`config.mk`:
```
export PLATFORM = sky130hd
export DESIGN_NAME = pixel_write_coalescer
export DESIGN_NICKNAME = d
export VERILOG_FILES = /design/src/rtl/fb_pkg.sv /design/src/rtl/fb_req_skid.sv /design/src/rtl/pixel_write_coalescer.sv
export SDC_FILE = /design/constraint.sdc
export NUM_CORES = 1
export LEC_CHECK = 0
export CAP_MARGIN = 40
export CORE_MARGIN = 1.5
export CORE_UTILIZATION = 45
export CTS_BUF_LIST = sky130_fd_sc_hd__clkbuf_2
export DETAILED_ROUTE_END_ITERATION = 8
export GPL_TIMING_DRIVEN = 0
export PLACE_DENSITY = 0.78
export SLEW_MARGIN = 20
export SYNTH_ARGS = -nofsm -noshare
export SYNTH_HDL_FRONTEND = slang
export SYNTH_SLANG_ARGS = --single-unit
```
`constraint.sdc`:
```
create_clock -name clk_in -period 8.52 [get_ports clk_in]
set_input_delay 1.278 -clock clk_in [delete_from_list [all_inputs] [get_ports clk_in]]
set_output_delay 1.278 -clock clk_in [all_outputs]
set_load 0.05 [all_outputs]
```
`src/rtl/fb_pkg.sv`:
```
// Shared framebuffer types and address helpers for the MIG
// request paths (write coalescer and read request).
package fb_pkg;

  typedef enum logic [0:0] {
    EMPTY,
    ACCUM
  } acc_state_t;

  localparam int MIG_AW = 27;
  localparam int MIG_DW = 128;
  localparam int MIG_SW = MIG_DW / 8;

  typedef struct packed {
    logic [MIG_AW-1:0] addr;
    logic [MIG_DW-1:0] data;
    logic [MIG_SW-1:0] strobe;
  } mig_wr_req_t;

  typedef struct packed {
    logic [31:0] word;
    logic [31:0] slot;
  } pix_loc_t;

  function automatic int frame_words(
    input int hres,
    input int vres,
    input int ppw
  );
    return (hres * vres + ppw - 1) / ppw;
  endfunction

  // Full-width pixel index; no truncation before the shift.
  function automatic pix_loc_t pix_to_word(
    input int h,
    input int v,
    input int f,
    input int hres,
    input int fwords,
    input int ppw_log2
  );
    int       pix;
    int       wi;
    pix_loc_t loc;
    pix      = h + hres * v;
    wi       = pix >> ppw_log2;
    loc.word = f * fwords + wi;
    loc.slot = pix - (wi << ppw_log2);
    return loc;
  endfunction

endpackage

```
`src/rtl/fb_req_skid.sv`:
```
// Registered request stage with a valid/ready handshake;
// shared by the framebuffer read and write request paths.
module fb_req_skid #(
  parameter int W = 8
) (
  input  logic         clk_in,
  input  logic         rst_n_in,
  input  logic         i_load,
  input  logic [W-1:0] i_data,
  input  logic         i_rdy,
  output logic         o_valid,
  output logic [W-1:0] o_data,
  output logic         o_free
);

  logic         r_valid;
  logic [W-1:0] r_data;

  assign o_free  = !r_valid || i_rdy;
  assign o_valid = r_valid;
  assign o_data  = r_data;

  always_ff @(posedge clk_in or negedge rst_n_in) begin
    if (!rst_n_in) begin
      r_valid <= 1'b0;
      r_data  <= '0;
    end else if (i_load) begin
      r_valid <= 1'b1;
      r_data  <= i_data;
    end else if (i_rdy) begin
      r_valid <= 1'b0;
    end
  end

endmodule

```
`src/rtl/pixel_write_coalescer.sv`:
```
// Merges rasterizer pixels into strobed MIG word writes and
// flushes partial words on address break, timeout or flush.
module pixel_write_coalescer
  import fb_pkg::*;
#(
  parameter int HRES          = 320,
  parameter int VRES          = 180,
  parameter int PIXEL_WIDTH   = 16,
  parameter int WORD_WIDTH    = 128,
  parameter int NUM_FRAMES    = 2,
  parameter int ADDR_WIDTH    = 27,
  parameter int FLUSH_TIMEOUT = 16
) (
  input  logic                    clk_in,
  input  logic                    rst_n_in,
  input  logic [$clog2(HRES)-1:0] hcount_in,
  input  logic [$clog2(VRES)-1:0] vcount_in,
  input  logic [PIXEL_WIDTH-1:0]  color_in,
  input  logic [((NUM_FRAMES>1) ?
    $clog2(NUM_FRAMES) : 1)-1:0]  frame_in,
  input  logic                    mask_in,
  input  logic                    valid_in,
  output logic                    rdy_out,
  input  logic                    flush_in,
  output logic [ADDR_WIDTH-1:0]   addr_out,
  output logic [WORD_WIDTH-1:0]   data_out,
  output logic [WORD_WIDTH/8-1:0] strobe_out,
  output logic                    valid_out,
  input  logic                    rdy_in,
  output logic                    busy_out
);

  localparam int PPW = WORD_WIDTH / PIXEL_WIDTH;
  localparam int BPP = PIXEL_WIDTH / 8;
  localparam int SW = WORD_WIDTH / 8;
  localparam int PPW_LOG = $clog2(PPW);
  localparam int FRAME_WORDS = frame_words(HRES, VRES, PPW);
  localparam int TW = (FLUSH_TIMEOUT > 0) ?
    $clog2(FLUSH_TIMEOUT + 1) : 1;
  localparam logic [TW-1:0] TMO = TW'(FLUSH_TIMEOUT);
  localparam int RW = ADDR_WIDTH + WORD_WIDTH + SW;

  acc_state_t            r_state;
  logic [ADDR_WIDTH-1:0] r_acc_word;
  logic [WORD_WIDTH-1:0] r_acc_data;
  logic [SW-1:0]         r_acc_strb;
  logic [TW-1:0]         r_tcnt;
  logic                  r_pend;

  pix_loc_t              w_loc;
  logic [ADDR_WIDTH-1:0] w_word;
  logic                  w_same;
  logic [WORD_WIDTH-1:0] w_mdata;
  logic [SW-1:0]         w_mstrb;
  logic                  w_full;
  logic                  w_free;
  logic                  w_acc;
  logic                  w_px;
  logic                  w_diff;
  logic                  w_fl;
  logic                  w_tmo;
  logic                  w_load;
  logic [ADDR_WIDTH-1:0] w_ld_word;
  logic [WORD_WIDTH-1:0] w_ld_data;
  logic [SW-1:0]         w_ld_strb;
  logic [RW-1:0]         w_out;

  assign w_loc = pix_to_word(int'(hcount_in),
    int'(vcount_in), int'(frame_in), HRES,
    FRAME_WORDS, PPW_LOG);
  assign w_word = w_loc.word[ADDR_WIDTH-1:0];
  assign w_same = (r_state == ACCUM) &&
    (w_word == r_acc_word);

  always_comb begin
    w_mdata = w_same ? r_acc_data : '0;
    w_mstrb = w_same ? r_acc_strb : '0;
    for (int k = 0; k < PPW; k++) begin
      if (w_loc.slot == 32'(k)) begin
        w_mdata[k*PIXEL_WIDTH +: PIXEL_WIDTH] = color_in;
        w_mstrb[k*BPP +: BPP] = '1;
      end
    end
  end

  assign w_full = &w_mstrb;

  // A fresh or same-word merge only needs the output
  // register when it completes the word.
  assign rdy_out = w_free || mask_in ||
    (valid_in && !w_full &&
     (w_same || (r_state == EMPTY)));

  assign w_acc  = valid_in && rdy_out;
  assign w_px   = w_acc && !mask_in;
  assign w_diff = w_px && (r_state == ACCUM) && !w_same;
  assign w_fl   = r_pend || flush_in;
  assign w_tmo  = (FLUSH_TIMEOUT != 0) && (r_tcnt == TMO);

  always_comb begin
    w_load    = 1'b0;
    w_ld_word = r_acc_word;
    w_ld_data = r_acc_data;
    w_ld_strb = r_acc_strb;
    if (w_diff) begin
      w_load = 1'b1;
    end else if (w_px && w_full) begin
      w_load    = 1'b1;
      w_ld_word = w_word;
      w_ld_data = w_mdata;
      w_ld_strb = w_mstrb;
    end else if (r_state == ACCUM && w_free &&
                 (w_fl || w_tmo)) begin
      w_load = 1'b1;
      if (w_px) begin
        w_ld_data = w_mdata;
        w_ld_strb = w_mstrb;
      end
    end
  end

  always_ff @(posedge clk_in or negedge rst_n_in) begin
    if (!rst_n_in) begin
      r_state    <= EMPTY;
      r_acc_word <= '0;
      r_acc_data <= '0;
      r_acc_strb <= '0;
      r_tcnt     <= '0;
      r_pend     <= 1'b0;
    end else if (w_diff) begin
      r_acc_word <= w_word;
      r_acc_data <= w_mdata;
      r_acc_strb <= w_mstrb;
      r_tcnt     <= '0;
      r_pend     <= r_pend || flush_in;
    end else if (w_load) begin
      r_state    <= EMPTY;
      r_acc_strb <= '0;
      r_tcnt     <= '0;
      r_pend     <= 1'b0;
    end else begin
      if (w_px) begin
        r_state    <= ACCUM;
        r_acc_word <= w_word;
        r_acc_data <= w_mdata;
        r_acc_strb <= w_mstrb;
      end
      r_pend <= (r_state == ACCUM) && w_fl;
      if (w_acc) begin
        r_tcnt <= '0;
      end else if (r_state == ACCUM && r_tcnt != TMO) begin
        r_tcnt <= r_tcnt + TW'(1);
      end
    end
  end

  fb_req_skid #(
    .W(RW)
  ) u_skid (
    .clk_in  (clk_in),
    .rst_n_in(rst_n_in),
    .i_load  (w_load),
    .i_data  ({w_ld_word, w_ld_data, w_ld_strb}),
    .i_rdy   (rdy_in),
    .o_valid (valid_out),
    .o_data  (w_out),
    .o_free  (w_free)
  );

  assign {addr_out, data_out, strobe_out} = w_out;
  assign busy_out = (r_state == ACCUM) || valid_out;

endmodule

```
==> results by stage <==
Clock tree:
- Clock-pin slew was measured on the worst setup and hold paths at ~100 ps.
- CTS built an H-tree with a depth of 3.
- For the worst-skew pair, the clock arrives at the later sink with an insertion delay of 960 ps.
- The largest buffer count on any clock path is 3.
- The tree is rooted in a sky130_fd_sc_hd__clkbuf_2.
- Clock tree synthesis found a total of 328 sinks.
- The total clock buffers created by CTS is 85.
- Post-CTS timing repair inserted 0 buffers for setup.
- TritonCTS built the clock tree.
- Gates resized during post-CTS repair numbered 3.
- Hold repair after CTS inserted 0 buffers.

Detailed routing:
- The routed design has 55.40 mm of wire.
- The detail route stage leaves a number of antenna-violating nets equal to 0.
- The number of remaining DRC errors is 0.
- In the final routed layout, each cell accounts on average for between 20 and 25 µm.
- The number of vias per cell is roughly 6.0.
- The routed layout has 15809 vias.
- The length of the first detailed-routing pass in iterations is 6.
- The detailed router finished its first iteration with roughly 1600 violations.

Floorplan:
- The initial standard-cell utilization of the core is 45.82%.
- In this run the count of I/O pins placed on the die edge is about 210.
- The floorplan has 69 rows.
- The region available for standard cell placement spans 35570 µm².
- The floorplan step set the die width to 193.3 µm.
- The die outline area is roughly 37000 µm².
- The height of the chip is 193.3 µm.

Synth:
- In this run the biggest area consumer among cell types represents between 50% and 60% of the synthesized area.
- The dominant cell by count in the synthesized netlist is sky130_fd_sc_hd__dfrtp_1.
- After synthesis, the cell types taking the most area are sky130_fd_sc_hd__dfrtp_1, sky130_fd_sc_hd__a21oi_1, sky130_fd_sc_hd__nand2_1.
- In the synthesized netlist, the number of instances is roughly 1800.
- In this run, synthesis produced a sequential element count of between 300 and 400.
- The total of warnings raised by yosys is 0.
- By count the netlist is led by sky130_fd_sc_hd__dfrtp_1, sky130_fd_sc_hd__nand2_1, sky130_fd_sc_hd__a21oi_1.
- The largest total area in the synthesized netlist belongs to sky130_fd_sc_hd__dfrtp_1.
- The register area share after synthesis is 50.36%.
- In this run the mean area of a mapped cell was roughly 9 µm².
- The total standard cell area after synthesis is roughly 16000 µm².
- The netlist uses 69 different library cells.
- In the synthesized netlist the async set-or-reset flop fraction comes to between 90% and 100%.
- The number of synthesized flops with an enable pin is 0.
- For this run, the leading register cell type out of synthesis is sky130_fd_sc_hd__dfrtp_1.

Setup path:
- The worst setup path is captured at a primary output.
- The worst setup path category is in2out.
- The data required time of the critical path is 7240 ps.
- In this run the worst path has a maximum fanout of 6.
- Data arrives at the worst endpoint at 6890 ps.
- The startpoint class of the critical path is an input pin.
- The count of cells along the worst register-to-register path is 12.

GRT:
- The first global-routing pass estimated between 80 and 90 mm of wire.
- The initial antenna violation count was 5.
- The via count of the first global-routing pass is 15449.
- Global routing finished with a remaining overflow of 0.
- In the global route stage, overall resource usage came out at between 20 and 30%.
- Entering global routing, the biggest net connects 103 pins.

Power:
- Across the VDD grid, the largest voltage drop is roughly 0.25 mV.
- The overall power after layout is 0.007144 W.
- The static power due to leakage is just under 9 nW.
- The power density normalized to cell area is 363.1 nW/µm².

Timing:
- Timing would allow up to roughly 0.12 GHz.
- Setup violations remaining at the end of the flow were counted as 0.
- The final count of pins violating max slew is 0.
- The final number of hold-violating endpoints is 0.
- Setup total negative slack on the finished layout was measured at 0 ps.
- Measured against its own limit, the worst slew margin works out to between 30% and 40%.
- The worst path uses about 96% of the clock period.
- Setup repair after global routing left no endpoint under its margin.
- The tightest hold margin is 249.6 ps.
- Between clock sinks in the finished design, the worst skew comes to ~140 ps.
- For the pin with the worst max-slew slack, the measured transition is slightly above 900 ps.
- The post-route worst setup slack is around 350 ps.
- The worst path in the final design needs a cycle of a little over 8000 ps, including I/O delays and setup.

Final layout:
- At the end of the flow, the number of nets in the layout was approximately 2200.
- From synthesis to final layout, the design area changed by 20.70%.
- The utilization of the core after routing is between 50% and 60%.
- The proportion of layout cells with a drive suffix above 1 is between 10 and 15%.
- The number of fill cells is around 3200.
- Across the whole layout, storage elements account for ~8200 µm².
- The multi-input combinational cells in the finished layout cover a total of around 7400 µm².

Status:
- The flow ran to the end, and the final reports show no timing, DRC or antenna violations.

Placed design:
- Detailed placement finished with a half-perimeter wire length of around 38 mm.
- The count of input and output buffers is ~190.
- The worst setup slack after placement is -294.9 ps.
- Routability-driven placement finished with a final weighted congestion of 0.9429.

Job:
- The tool flagged a number of max-cap violations equal to 0.

Worst hold path:
- The class of the tightest hold or removal check is in2async.
cells in the final DEF (no fill, tap or decap), drive strengths merged, types with 5 or more instances in the layout:
| cell type | count |
|---|---|
| nand2b | 6 |
| xor2 | 10 |
| conb | 11 |
| o22ai | 12 |
| o21bai | 8 |
| ha | 22 |
| nor2b | 6 |
| clkbuf | 214 |
| nand2 | 327 |
| o21ai | 36 |
| a31oi | 10 |
| a221oi | 5 |
| o21a | 5 |
| a21oi | 269 |
| o211ai | 124 |
| and3 | 124 |
| nand3 | 27 |
| mux2 | 10 |
| or2 | 11 |
| nor2 | 161 |
| a32o | 10 |
| inv | 15 |
| xnor2 | 22 |
| a22oi | 12 |
| clkdlybuf4s50 | 184 |
| nand4 | 6 |
| a211o | 7 |
| buf | 79 |
| nor3 | 11 |
| dfrtp | 328 |
| clkinv | 12 |
| nor4 | 5 |
critical path: stages:
cell,delay (ps)
sky130_fd_sc_hd__clkdlybuf4s50_1,480
sky130_fd_sc_hd__ha_1,320
sky130_fd_sc_hd__ha_1,190
sky130_fd_sc_hd__inv_1,70
sky130_fd_sc_hd__fa_1,480
sky130_fd_sc_hd__nor2b_1,240
sky130_fd_sc_hd__o22ai_1,160
sky130_fd_sc_hd__xnor2_2,290
sky130_fd_sc_hd__nand3_1,160
sky130_fd_sc_hd__xnor2_1,160
sky130_fd_sc_hd__ha_1,340
sky130_fd_sc_hd__a21o_1,190
sky130_fd_sc_hd__a21o_1,210
sky130_fd_sc_hd__a31oi_1,280
sky130_fd_sc_hd__nor3_1,110
sky130_fd_sc_hd__or4_1,550
sky130_fd_sc_hd__a211o_1,390
sky130_fd_sc_hd__nor4_2,250
sky130_fd_sc_hd__o21ai_0,260
sky130_fd_sc_hd__nand2_1,110
sky130_fd_sc_hd__clkdlybuf4s15_2,370
cell type report:
cell class	count	share of cell area, %
buffer	162	3.797
antenna	3	0.03816
timing repair buffer	196	10.33
tap	461	2.932
multi-input combinational	1321	37.36
clock inverter	16	0.5151
clock buffer	120	3.053
inverter	13	0.2480
sequential	328	41.72
worst paths after layout:
| kind | to | slack, ps | startpoint |
|---|---|---|---|
| min in group clk_in | u_skid.o_data[32] | 430 | r_acc_data[16] |
| setup reg to reg | u_skid.o_data[153] | 4460 | r_acc_strb[0] |
| hold reg to reg | u_skid.o_data[32] | 430 | r_acc_data[16] |
| setup / recovery | rdy_out | 350 | vcount_in[1] |
| max in group asynchronous | r_acc_data[30] | 6960 | rst_n_in |
| hold / removal | u_skid.o_data[142] | 250 | rst_n_in |
per-stage QoR:
step           instances  cell area, µm²
6_report            2620           19670
5_1_grt             2619           19670
4_1_cts             2617           19650
3_5_place_dp        2481           18950
3_3_place_gp        2471           18780
2_1_floorplan       1824           16340
logic make-up (layout without fill, tap and decap cells):
logic type | after synthesis | in the layout | synth area share (%)
fa+ha+maj | 24 | 24 | 1.934
xor+xnor | 34 | 34 | 1.996
compound gates | 541 | 541 | 20.64
buf+inv | 175 | 507 | 4.882
flops | 328 | 328 | 50.36
simple gates | 697 | 697 | 19.23
mux | 14 | 14 | 0.9365
other cells | 1 | 14 | 0.02301
power by group:
part / total [W] / switching [W] / internal [W]
sequential: 0.00251 / 0.000411 / 0.00210
clock: 0.00107 / 0.000667 / 0.000404
combinational: 0.00356 / 0.00240 / 0.00116
total: 0.00714 / 0.00347 / 0.00367
flip-flops by register name (all words and copies together) (netlist names):
| signal | count |
|---|---|
| r_acc_word | 16 |
| r_pend | 1 |
| r_acc_data | 128 |
| r_state | 1 |
| u_skid.o_valid | 1 |
| r_acc_strb | 16 |
| u_skid.o_data | 160 |
| r_tcnt | 5 |
routing by layer:
metal  wire length (µm)  part of all wire (%)  global-route usage (%)
met5                 10                 0.018                       0
met4               2385                   4.3                   14.18
met3               5578                    10                   6.520
met2              25080                    45                   44.44
met1              22340                    40                   38.51
(Power assumes the default switching activity.)
